File: src/rtl/gray_stream_decoder.sv
// Streaming Gray-to-binary decoder with step classification (hold/up/down/jump)
// and a saturating illegal-step counter. Optional parity checking: GRAY_DEC_PARITY_EN.
module gray_stream_decoder #(
  parameter int VEC_W     = 4,
  parameter int ERR_CNT_W = 8
) (
  input  logic                 clk,
  input  logic                 reset_n,
  input  logic                 clear_i,
  input  logic [VEC_W-1:0]     gray_i,
  input  logic                 in_valid_i,
  output logic                 in_ready_o,
`ifdef GRAY_DEC_PARITY_EN
  input  logic                 gray_par_i,
  output logic                 par_err_o,
`endif
  output logic [VEC_W-1:0]     bin_o,
  output logic [1:0]           dir_o,
  output logic                 step_err_o,
  output logic                 out_valid_o,
  input  logic                 out_ready_i,
  output logic [ERR_CNT_W-1:0] err_cnt_o,
  output logic                 state_o
);

  // Handshake: a word moves on a side when its valid and ready are both high in
  // the same cycle. in_ready is combinational on out_ready so a full output
  // register can be replaced in the cycle it drains (one word per cycle).

  typedef enum logic {
    NOREF = 1'b0,
    TRACK = 1'b1
  } state_t;

  localparam logic [VEC_W-1:0] ALL_ONES = {VEC_W{1'b1}};
  localparam logic [VEC_W-1:0] ONE      = {{(VEC_W-1){1'b0}}, 1'b1};

  state_t             state_q;
  state_t             state_d;
  logic [VEC_W-1:0]   prev_bin_q;
  logic [VEC_W-1:0]   bin_new;
  logic [VEC_W-1:0]   diff;
  logic [1:0]         dir_new;
  logic               step_err_new;
  logic               par_bad;
  logic               accept;
  logic               load_ref;
  logic               cnt_inc;

  assign in_ready_o = !out_valid_o || out_ready_i;
  assign accept     = in_valid_i && in_ready_o;
  assign state_o    = state_q;

`ifdef GRAY_DEC_PARITY_EN
  assign par_bad = gray_par_i ^ (^gray_i);
`else
  assign par_bad = 1'b0;
`endif

  // Binary bit i is the XOR of all Gray bits from i up to the MSB.
  always_comb begin
    bin_new = '0;
    for (int i = 0; i < VEC_W; i++) begin
      bin_new[i] = ^(gray_i >> i);
    end
  end

  assign diff = bin_new - prev_bin_q;

  // State register
  always_ff @(posedge clk or negedge reset_n) begin
    if (!reset_n) begin
      state_q <= NOREF;
    end else begin
      state_q <= state_d;
    end
  end

  // Next state: a clear forgets the reference, but a same-cycle good word
  // immediately becomes the new one.
  always_comb begin
    state_d = state_q;
    if (clear_i) begin
      state_d = load_ref ? TRACK : NOREF;
    end else if (load_ref) begin
      state_d = TRACK;
    end
  end

  // Output decode: classification of the word being accepted.
  always_comb begin
    dir_new      = 2'b00;
    step_err_new = 1'b0;
    if (state_q == TRACK && !clear_i) begin
      if (diff == '0) begin
        dir_new = 2'b00;
      end else if (diff == ONE) begin
        dir_new = 2'b01;
      end else if (diff == ALL_ONES) begin
        dir_new = 2'b10;
      end else begin
        dir_new      = 2'b11;
        step_err_new = 1'b1;
      end
    end
  end

  assign load_ref = accept && !par_bad;
  assign cnt_inc  = accept && !clear_i && (step_err_new || par_bad);

  always_ff @(posedge clk or negedge reset_n) begin
    if (!reset_n) begin
      prev_bin_q <= '0;
    end else if (load_ref) begin
      prev_bin_q <= bin_new;
    end
  end

  always_ff @(posedge clk or negedge reset_n) begin
    if (!reset_n) begin
      out_valid_o <= 1'b0;
      bin_o       <= '0;
      dir_o       <= 2'b00;
      step_err_o  <= 1'b0;
`ifdef GRAY_DEC_PARITY_EN
      par_err_o   <= 1'b0;
`endif
    end else if (accept) begin
      out_valid_o <= 1'b1;
      bin_o       <= bin_new;
      dir_o       <= dir_new;
      step_err_o  <= step_err_new;
`ifdef GRAY_DEC_PARITY_EN
      par_err_o   <= par_bad;
`endif
    end else if (out_ready_i) begin
      out_valid_o <= 1'b0;
    end
  end

  // Saturating error counter; a clear wins over any increment.
  always_ff @(posedge clk or negedge reset_n) begin
    if (!reset_n) begin
      err_cnt_o <= '0;
    end else if (clear_i) begin
      err_cnt_o <= '0;
    end else if (cnt_inc && (err_cnt_o != {ERR_CNT_W{1'b1}})) begin
      err_cnt_o <= err_cnt_o + ERR_CNT_W'(1);
    end
  end

endmodule

File: config.mk
export PLATFORM = sky130hd
export DESIGN_NAME = gray_stream_decoder
export DESIGN_NICKNAME = d
export VERILOG_FILES = /design/src/rtl/gray_stream_decoder.sv
export SDC_FILE = /design/constraint.sdc
export NUM_CORES = 1
export LEC_CHECK = 0
export CAP_MARGIN = 5
export CORE_MARGIN = 2
export CORE_UTILIZATION = 46
export DETAILED_ROUTE_END_ITERATION = 8
export PLACE_DENSITY = 0.76
export SYNTH_ARGS = -nofsm -noshare
export SYNTH_HDL_FRONTEND = slang
export SYNTH_SLANG_ARGS = --single-unit
File: constraint.sdc
create_clock -name clk -period 2.55 [get_ports clk]
set_clock_uncertainty 0.1 [all_clocks]
set_input_delay 0.3825 -clock clk [delete_from_list [all_inputs] [get_ports clk]]
set_output_delay 0.3825 -clock clk [all_outputs]
set_load 0.02 [all_outputs]
==> results of run 1 <==
## cell usage in the layout (no fill, tap or decap), types with 2 or more instances in the layout
| cell | netlist | routed |
|---|---|---|
| clkbuf_4 | 0 | 3 |
| ha_1 | 4 | 3 |
| dfrtp_1 | 17 | 17 |
| xor2_4 | 0 | 2 |
| clkdlybuf4s50_1 | 0 | 22 |
| nor4_4 | 0 | 2 |
| nor2_1 | 5 | 5 |
| o21ai_0 | 4 | 4 |
| nor2b_1 | 3 | 3 |
| nand3_1 | 3 | 3 |
| buf_6 | 0 | 2 |
| mux2_4 | 0 | 2 |
| a21o_2 | 2 | 2 |
| mux2_2 | 4 | 2 |
| a21o_1 | 2 | 2 |
| nand2_1 | 6 | 5 |
| nand4_1 | 4 | 4 |
| inv_1 | 4 | 4 |
| mux2i_1 | 2 | 2 |
| nand2b_1 | 4 | 4 |
| and3_1 | 5 | 5 |
| buf_4 | 0 | 14 |
| a21oi_1 | 5 | 4 |
## kinds of logic (layout without fill, tap and decap cells)
kind of cell,count (synthesis),in the layout,synth area share (%)
adder cells (fa/ha/maj),5,5,7.17
XOR/XNOR,5,5,4.48
multiplexers,6,6,6.66
AND/OR/NAND/NOR,39,39,22.4
flip-flops,17,17,43.5
buffers and inverters,6,49,2.30
AO/OA/AOI/OAI,19,19,13.4
## metal layers
layer | part of all wire, % | global-route usage, % | vias to the layer above
li1 | - | - | 437
met4 | 1.0 | 2.78 | 0
met5 | 0 | 0 | -
met2 | 47 | 35.3 | 33
met3 | 5.8 | 3.64 | 6
met1 | 46 | 31.7 | 446
## cells in the mapped netlist (2+ instances only)
cell,count,area (µm²)
ha_1,4,50.1
inv_1,4,15.0
o31ai_1,2,15.0
nand4_1,4,25.0
xor2_1,4,35.0
clkbuf_1,2,7.51
nor3_1,2,10.0
o21ai_0,4,20.0
dfrtp_1,17,425
a21o_2,2,17.5
mux2i_1,2,20.0
a31oi_1,2,12.5
nand3_1,3,15.0
nand2b_1,4,25.0
nor2_1,5,18.8
a21o_1,2,15.0
a21oi_1,5,25.0
nor2b_1,3,18.8
mux2_2,4,45.0
nand2_1,6,22.5
and3_1,5,31.3
nor4_1,3,18.8
## flip-flops by register name (all words and copies together) (netlist names)
name,cells
err_cnt_o,8
step_err_o,1
bin_o,4
out_valid_o,1
state_o,1
dir_o,2
## layout make-up
cell class	count	area [µm²]	area share, %
sequential	17	425	27.4
clock buffer	3	22.5	1.45
timing repair buffer	41	384	24.7
inverter	4	15.0	0.965
clock inverter	1	5.00	0.322
tap	27	33.8	2.17
multi-input combinational	74	669	43.0
## stage by stage
step	setup TNS (ns)	cells	util (%)	hold WS (ns)
finish	-0.0137	167	78.5	0.344
detailed placement	-7.06	161	72.2	0.373
global placement	-6.46	161	72.2	0.359
floorplan	-0.283	97	-	-0.0131
global route	-0.251	167	78.5	0.353
CTS	-0.0440	165	75.9	0.342
## worst paths after layout
kind                            from      endpoint  slack (ns)  depth (start not counted)
max                        gray_i[3]  err_cnt_o[0]       -0.01                         11
min                        gray_i[3]      bin_o[3]        0.34                          3
max reg2reg                 bin_o[2]  err_cnt_o[0]        0.18                          7
min reg2reg                 dir_o[0]      dir_o[0]        0.39                          1
max in group asynchronous    reset_n      dir_o[0]        1.43                          1
min in group asynchronous    reset_n   out_valid_o        0.44                          1
## power by group through the flow
stage          combinational, mW  clock [mW]  sequential [mW]
2_1_floorplan              0.181           0            0.348
3_3_place_gp               0.364           0            0.318
3_5_place_dp               0.373           0            0.320
4_1_cts                    0.406       0.153            0.314
5_1_grt                    0.492       0.164            0.319
6_report                   0.460       0.147            0.314
## worst max-delay path, delay by kind of cell
family          cells  cell delay [ns]
xor+xnor            4             0.67
fa+ha+maj           2             0.57
simple gates        2             0.56
compound gates      2             0.39
buf+inv             1             0.11
## repair_timing
item / CTS / global route
buffers inserted: 0 / 2
pin swaps: 8 / 5
setup endpoints to repair: 11 / 5
resized for setup: 20 / 8
==> impl_metrics.json, run 1 <==
{
  "status": "complete, but fails checks",
  "violations": "setup timing",
  "hold_viol_final": 0,
  "h-tree-depth": 1,
  "grt_pass1_vias": 919,
  "worst_ep_arrival_time_ns": 2.69,
  "area_delta_synth_final_pct": 59.2,
  "clk_pin_slew_ns": 0.11,
  "synthCells": 97,
  "grt_pass1_wl_um": 4260,
  "antenna_left": 0,
  "sw_frac_of_total_pct": 37.5,
  "clock_sinks": 17,
  "synth_edf_count": 0,
  "die_y_um": 50.1,
  "worstPathRequired_ns": 2.68,
  "crit_chain": "buf_8 -> xor2_4 -> xor2_2 -> xnor2_2 -> ha_2 -> fa_2 -> xor2_4 -> nor3_4 -> a31o_4 -> or4_4 -> a21oi_2",
  "cts_hold_buf": 0,
  "fin_area_um2": 1560,
  "cts_tree": "done",
  "grt_overflow": 0,
  "track_usage_pct": 22.0,
  "core_um2": 1980,
  "critPathCaptureType": "flip-flop",
  "power.density_nw_per_um2": 593,
  "rsz0062_at_grt": "true",
  "intPower_uw": 576,
  "totalWireLength_um": 2470,
  "hpwl_um": 1700,
  "routabilityCongestion": 0.746,
  "ir_drop_v": 0.000414,
  "maxCapViolCount": 0,
  "synth-seq-area-share_pct": 43.5,
  "synth_nets": 111,
  "cts_root_buf": "clkbuf_4",
  "synth_cell_type_count": 30,
  "drt-pass1-iter-count": 4,
  "setup_viol": 1,
  "p_seq_share_pct": 34.1,
  "async_flop_share_pct": 100,
  "drive_above_1_share_pct": 31.4,
  "cp-start-kind": "primary input",
  "syn_area_um2": 977,
  "preCtsSetupSlack_ns": -0.719,
  "tightest_slew_ns": 0.772,
  "num_vias": 922,
  "critPathMaxFanout": 6,
  "synth_flop_cell": "dfrtp_1",
  "final.fill_count": 123,
  "antenna_found_initial": 0,
  "viasPerCell": 5.52,
  "comb_power_share_pct": 49.9,
  "min_period_ns": 2.56,
  "slew_violations": 0,
  "first_iter_violations": 13,
  "syn_avg_cell_area_um2": 10.1,
  "layout.nets": 155,
  "antenna_cells": 0,
  "layout_worst_path_cycle_share_pct": 101,
  "yosys_warnings": 0,
  "drc": 0,
  "clk_latency_ns": 0.29,
  "ios": 27,
  "worst_path_max_delay_cell": "or4_4",
  "dieWidth_um": 50.1,
  "min_path_type": "in2reg",
  "cts_buffers": 3,
  "fp-row-count": 16,
  "floorplan.initialDensity_pct": 49.3,
  "cts.path.max_buffers": 2,
  "worst-setup-path-type": "in2reg",
  "totalPowerFinal_uw": 922,
  "timing.fmax_mhz": 390,
  "ys_ff_latch": 17,
  "cpMostUsedCell": "xor2_4",
  "die-area_um2": 2510,
  "slew_headroom_pct": 48.4,
  "numPortBuffers": 26,
  "clkPwrFrac_pct": 16.0,
  "placed_cell_area_um2": 1430,
  "grt_max_degree": 18,
  "max_stage_delay_ns": 0.49,
  "leakagePower_nw": 0.703,
  "p_sw_uw": 346,
  "fin_ws_ns": -0.0137,
  "wire_per_inst_um": 14.8
}
Power figures use the tool's default switching activity.
==> run 2: changes to the inputs <==
--- a/config.mk
+++ b/config.mk
@@ -9,6 +9,7 @@
 export CORE_MARGIN = 2
 export CORE_UTILIZATION = 46
 export DETAILED_ROUTE_END_ITERATION = 8
+export HOLD_SLACK_MARGIN = 0.15
 export PLACE_DENSITY = 0.76
 export SYNTH_ARGS = -nofsm -noshare
 export SYNTH_HDL_FRONTEND = slang
==> results of run 2 <==
Same layout as run 1: the final DEF is identical, and so are final timing and power.
==> run 3: changes to the inputs <==
--- a/config.mk
+++ b/config.mk
@@ -5,12 +5,13 @@
 export SDC_FILE = /design/constraint.sdc
 export NUM_CORES = 1
 export LEC_CHECK = 0
+export ABC_AREA = 1
 export CAP_MARGIN = 5
-export CORE_MARGIN = 2
-export CORE_UTILIZATION = 46
+export CORE_MARGIN = 1.5
+export CORE_UTILIZATION = 49
 export DETAILED_ROUTE_END_ITERATION = 8
 export HOLD_SLACK_MARGIN = 0.15
-export PLACE_DENSITY = 0.76
+export PLACE_DENSITY = 0.78
 export SYNTH_ARGS = -nofsm -noshare
 export SYNTH_HDL_FRONTEND = slang
 export SYNTH_SLANG_ARGS = --single-unit
==> run 3 against run 2 <==
Net effect: total power fell by 4.4%; critical path depth rose by 2; critical endpoint is now err_cnt_o[6]; setup slack improved by 0.15 ns; global-route usage rose by 0.35 points; sequential power rose by 3%; highest routed layer unchanged; register-to-register slack improved by 0.39 ns; the run now ends clean; largest power group unchanged; final cell count rose by 19%; via count rose by 8.0%; first-iteration DRC count rose by 120%; design area rose by 0.97%; fmax rose by 6.4%; wire length rose by 4.6%.
==> impl_metrics.json, run 3 <==
{
  "max_stage_delay_ns": 0.54,
  "drive_above_1_share_pct": 24.7,
  "synthSimpleGateAreaFrac_pct": 34.4,
  "ir_drop_v": 0.000392,
  "numPortBuffers": 26,
  "worst-setup-path-type": "in2reg",
  "core_um2": 2190,
  "final_common_cell": "nand2_1",
  "drc": 0,
  "clk_latency_ns": 0.31,
  "cp_num_buf_inv": 2,
  "yosys_warnings": 0,
  "track_usage_pct": 22.3,
  "synth.top_cells.by_area": "dfrtp_1, nand2_1, nand3_1",
  "cts_root_buf": "clkbuf_4",
  "wire_per_inst_um": 13.0,
  "totalWireLength_um": 2580,
  "synth_edf_count": 0,
  "yosysMostFrequentCell": "nand2_1",
  "fin_area_um2": 1570,
  "hold_viol_final": 0,
  "viasPerCell": 5.03,
  "cts_tree": "done",
  "fp-row-count": 17,
  "synth_top_area_share_pct": 37.7,
  "synth_nets": 145,
  "cts_hold_buf": 0,
  "slew_headroom_pct": 49.3,
  "antenna_left": 0,
  "ys_ff_latch": 17,
  "setup-tns-final_ns": 0,
  "crit_chain": "clkdlybuf4s15_1 -> xnor2_2 -> xor2_2 -> xor2_2 -> ha_2 -> fa_2 -> inv_2 -> nor2_2 -> nand3_2 -> nand2_4 -> nor2_8 -> nand4_1 -> nand2_1",
  "grt.met2_usage_pct": 36.6,
  "die_y_um": 51.0,
  "grt_pass1_vias": 961,
  "final_cell_mix": "nand2_1, clkdlybuf4s50_1, inv_1",
  "cts_buffers": 3,
  "clk_pin_slew_ns": 0.10,
  "synth_xor_area_share_pct": 8.98,
  "first_iter_violations": 29,
  "crit_start": "gray_i[2]",
  "reg2reg_from": "bin_o[0]",
  "layout.nets": 185,
  "die-area_um2": 2600,
  "drt-pass1-iter-count": 4,
  "grt_use_met1_pct": 26.6,
  "top_register": "err_cnt_o",
  "cpMostUsedCell": "xor2_2",
  "cts.path.max_buffers": 2,
  "dieWidth_um": 51.0,
  "async_flop_share_pct": 100,
  "worst_path_max_delay_cell": "fa_2",
  "routabilityCongestion": 0.835,
  "synth_commonest_cells": "nand2_1, inv_1, dfrtp_1, nand3_1",
  "met3_usage_pct": 6.43,
  "worst_ep_arrival_time_ns": 2.51,
  "maxCapViolCount": 0,
  "grt_max_degree": 18,
  "antenna_cells": 0,
  "top_regs": "err_cnt_o: 8 flops, bin_o: 4 flops, dir_o: 2 flops",
  "critPathMaxFanout": 5,
  "grt_pass1_wl_um": 4220,
  "cpLargestDelayFamily": "adder cells",
  "synthCells": 131,
  "cp-start-kind": "primary input",
  "slew_violations": 0,
  "largest_reg_flops": 8,
  "status": "finished, final reports clean",
  "synth_cell_type_count": 29,
  "grt_overflow": 0,
  "clock_sinks": 17,
  "hold_slack_ns": 0.390,
  "power.density_nw_per_um2": 562,
  "h-tree-depth": 1,
  "tightest_slew_ns": 0.758,
  "synth_top_area_cell": "dfrtp_1",
  "grt-busiest-layer": "met2",
  "synthAdderAreaFrac_pct": 6.21,
  "timing.fmax_mhz": 415,
  "leakagePower_nw": 0.808,
  "floorplan.initialDensity_pct": 51.5,
  "synth_flop_cell": "dfrtp_1",
  "critPathCaptureType": "flip-flop",
  "area_delta_synth_final_pct": 39.1,
  "setup_viol": 0,
  "hold_start": "dir_o[1]",
  "num_vias": 996,
  "synth-seq-area-share_pct": 37.7,
  "syn_area_um2": 1130,
  "synth_top_family_by_area": "simple AND/OR/NAND/NOR gates",
  "min_period_ns": 2.41,
  "worstPathRequired_ns": 2.65,
  "antenna_found_initial": 0,
  "placed_cell_area_um2": 1480,
  "ios": 27,
  "final.fill_count": 154,
  "layout_worst_path_cycle_share_pct": 94.5,
  "synth-compound-area-share_pct": 4.32,
  "hpwl_um": 1830,
  "min_path_type": "reg2reg",
  "muxShareOfSynthArea_pct": 0,
  "syn_avg_cell_area_um2": 8.62
}
-- run 3: cell count changes after synthesis, moves of 4 or more --
cell      delta
and3_1       -5
nand2b_1     -4
a21oi_1      -5
mux2_2       -4
nand3_1     +14
inv_1       +16
nand2_1     +27
-- run 3: path summary, 6_finish.rpt --
kind                           endpoint  cells after the start  slack [ns]
hold / removal                 dir_o[1]                      2        0.39
setup reg to reg           err_cnt_o[6]                      9        0.57
max in group asynchronous      bin_o[0]                      1        1.46
setup / recovery           err_cnt_o[6]                     13        0.14
min in group asynchronous  err_cnt_o[4]                      1        0.41
hold reg to reg                dir_o[1]                      2        0.39
-- run 3: metrics by stage --
stage / setup slack (ns) / util (%) / instances / power [mW]
global placement: -0.425 / 67.3 / 191 / 0.671
finish: 0.140 / 71.7 / 198 / 0.882
CTS: 0.0881 / 70.4 / 197 / 0.865
global route: -0.0109 / 71.7 / 198 / 0.938
floorplan: 0.0403 / - / 131 / 0.542
detailed placement: -0.503 / 67.3 / 191 / 0.684
-- run 3: worst register-to-register path, cell delays in order, from the launching register on --
cell	delay, ns
dfrtp_1	0.42
ha_2	0.21
fa_2	0.54
inv_2	0.05
nor2_2	0.11
nand3_2	0.12
nand2_4	0.14
nor2_8	0.06
nand4_1	0.07
nand2_1	0.05
-- run 3: area by class of cell --
| type | count | area [µm²] | area share, % |
|---|---|---|---|
| clock buffer | 3 | 22.5 | 1.43 |
| sequential | 17 | 425 | 27.1 |
| clock inverter | 1 | 7.51 | 0.478 |
| inverter | 23 | 86.3 | 5.50 |
| tap | 28 | 35.0 | 2.23 |
| multi-input combinational | 90 | 656 | 41.8 |
| timing repair buffer | 36 | 338 | 21.5 |
-- run 3: metal layers --
layer | routed length, µm | share of wire [%] | up-vias
li1 | - | - | 495
met1 | 1080 | 42 | 476
met2 | 1370 | 53 | 20
met3 | 90 | 3.5 | 5
met4 | 43 | 1.7 | 0
met5 | 0 | 0 | -
-- run 3: cell families (layout without fill, tap and decap cells) --
logic type,Yosys count,count (layout)
simple gates,69,70
buf+inv,25,63
flops,17,17
xor+xnor,9,9
compound gates,6,6
fa+ha+maj,5,5
-- run 3: what timing repair did --
action | 4_1_cts | 5_1_grt
pin swaps | 6 | 7
gates cloned | 1 | 0
buffers inserted | 1 | 1
setup endpoints to repair | 11 | 7
gates resized for setup | 7 | 6
-- run 3: report_power, final --
part	switching, mW	leakage, nW	internal, mW
logic	0.234	0.571	0.172
registers	0.0236	0.223	0.298
clock network	0.0943	0.0139	0.0599
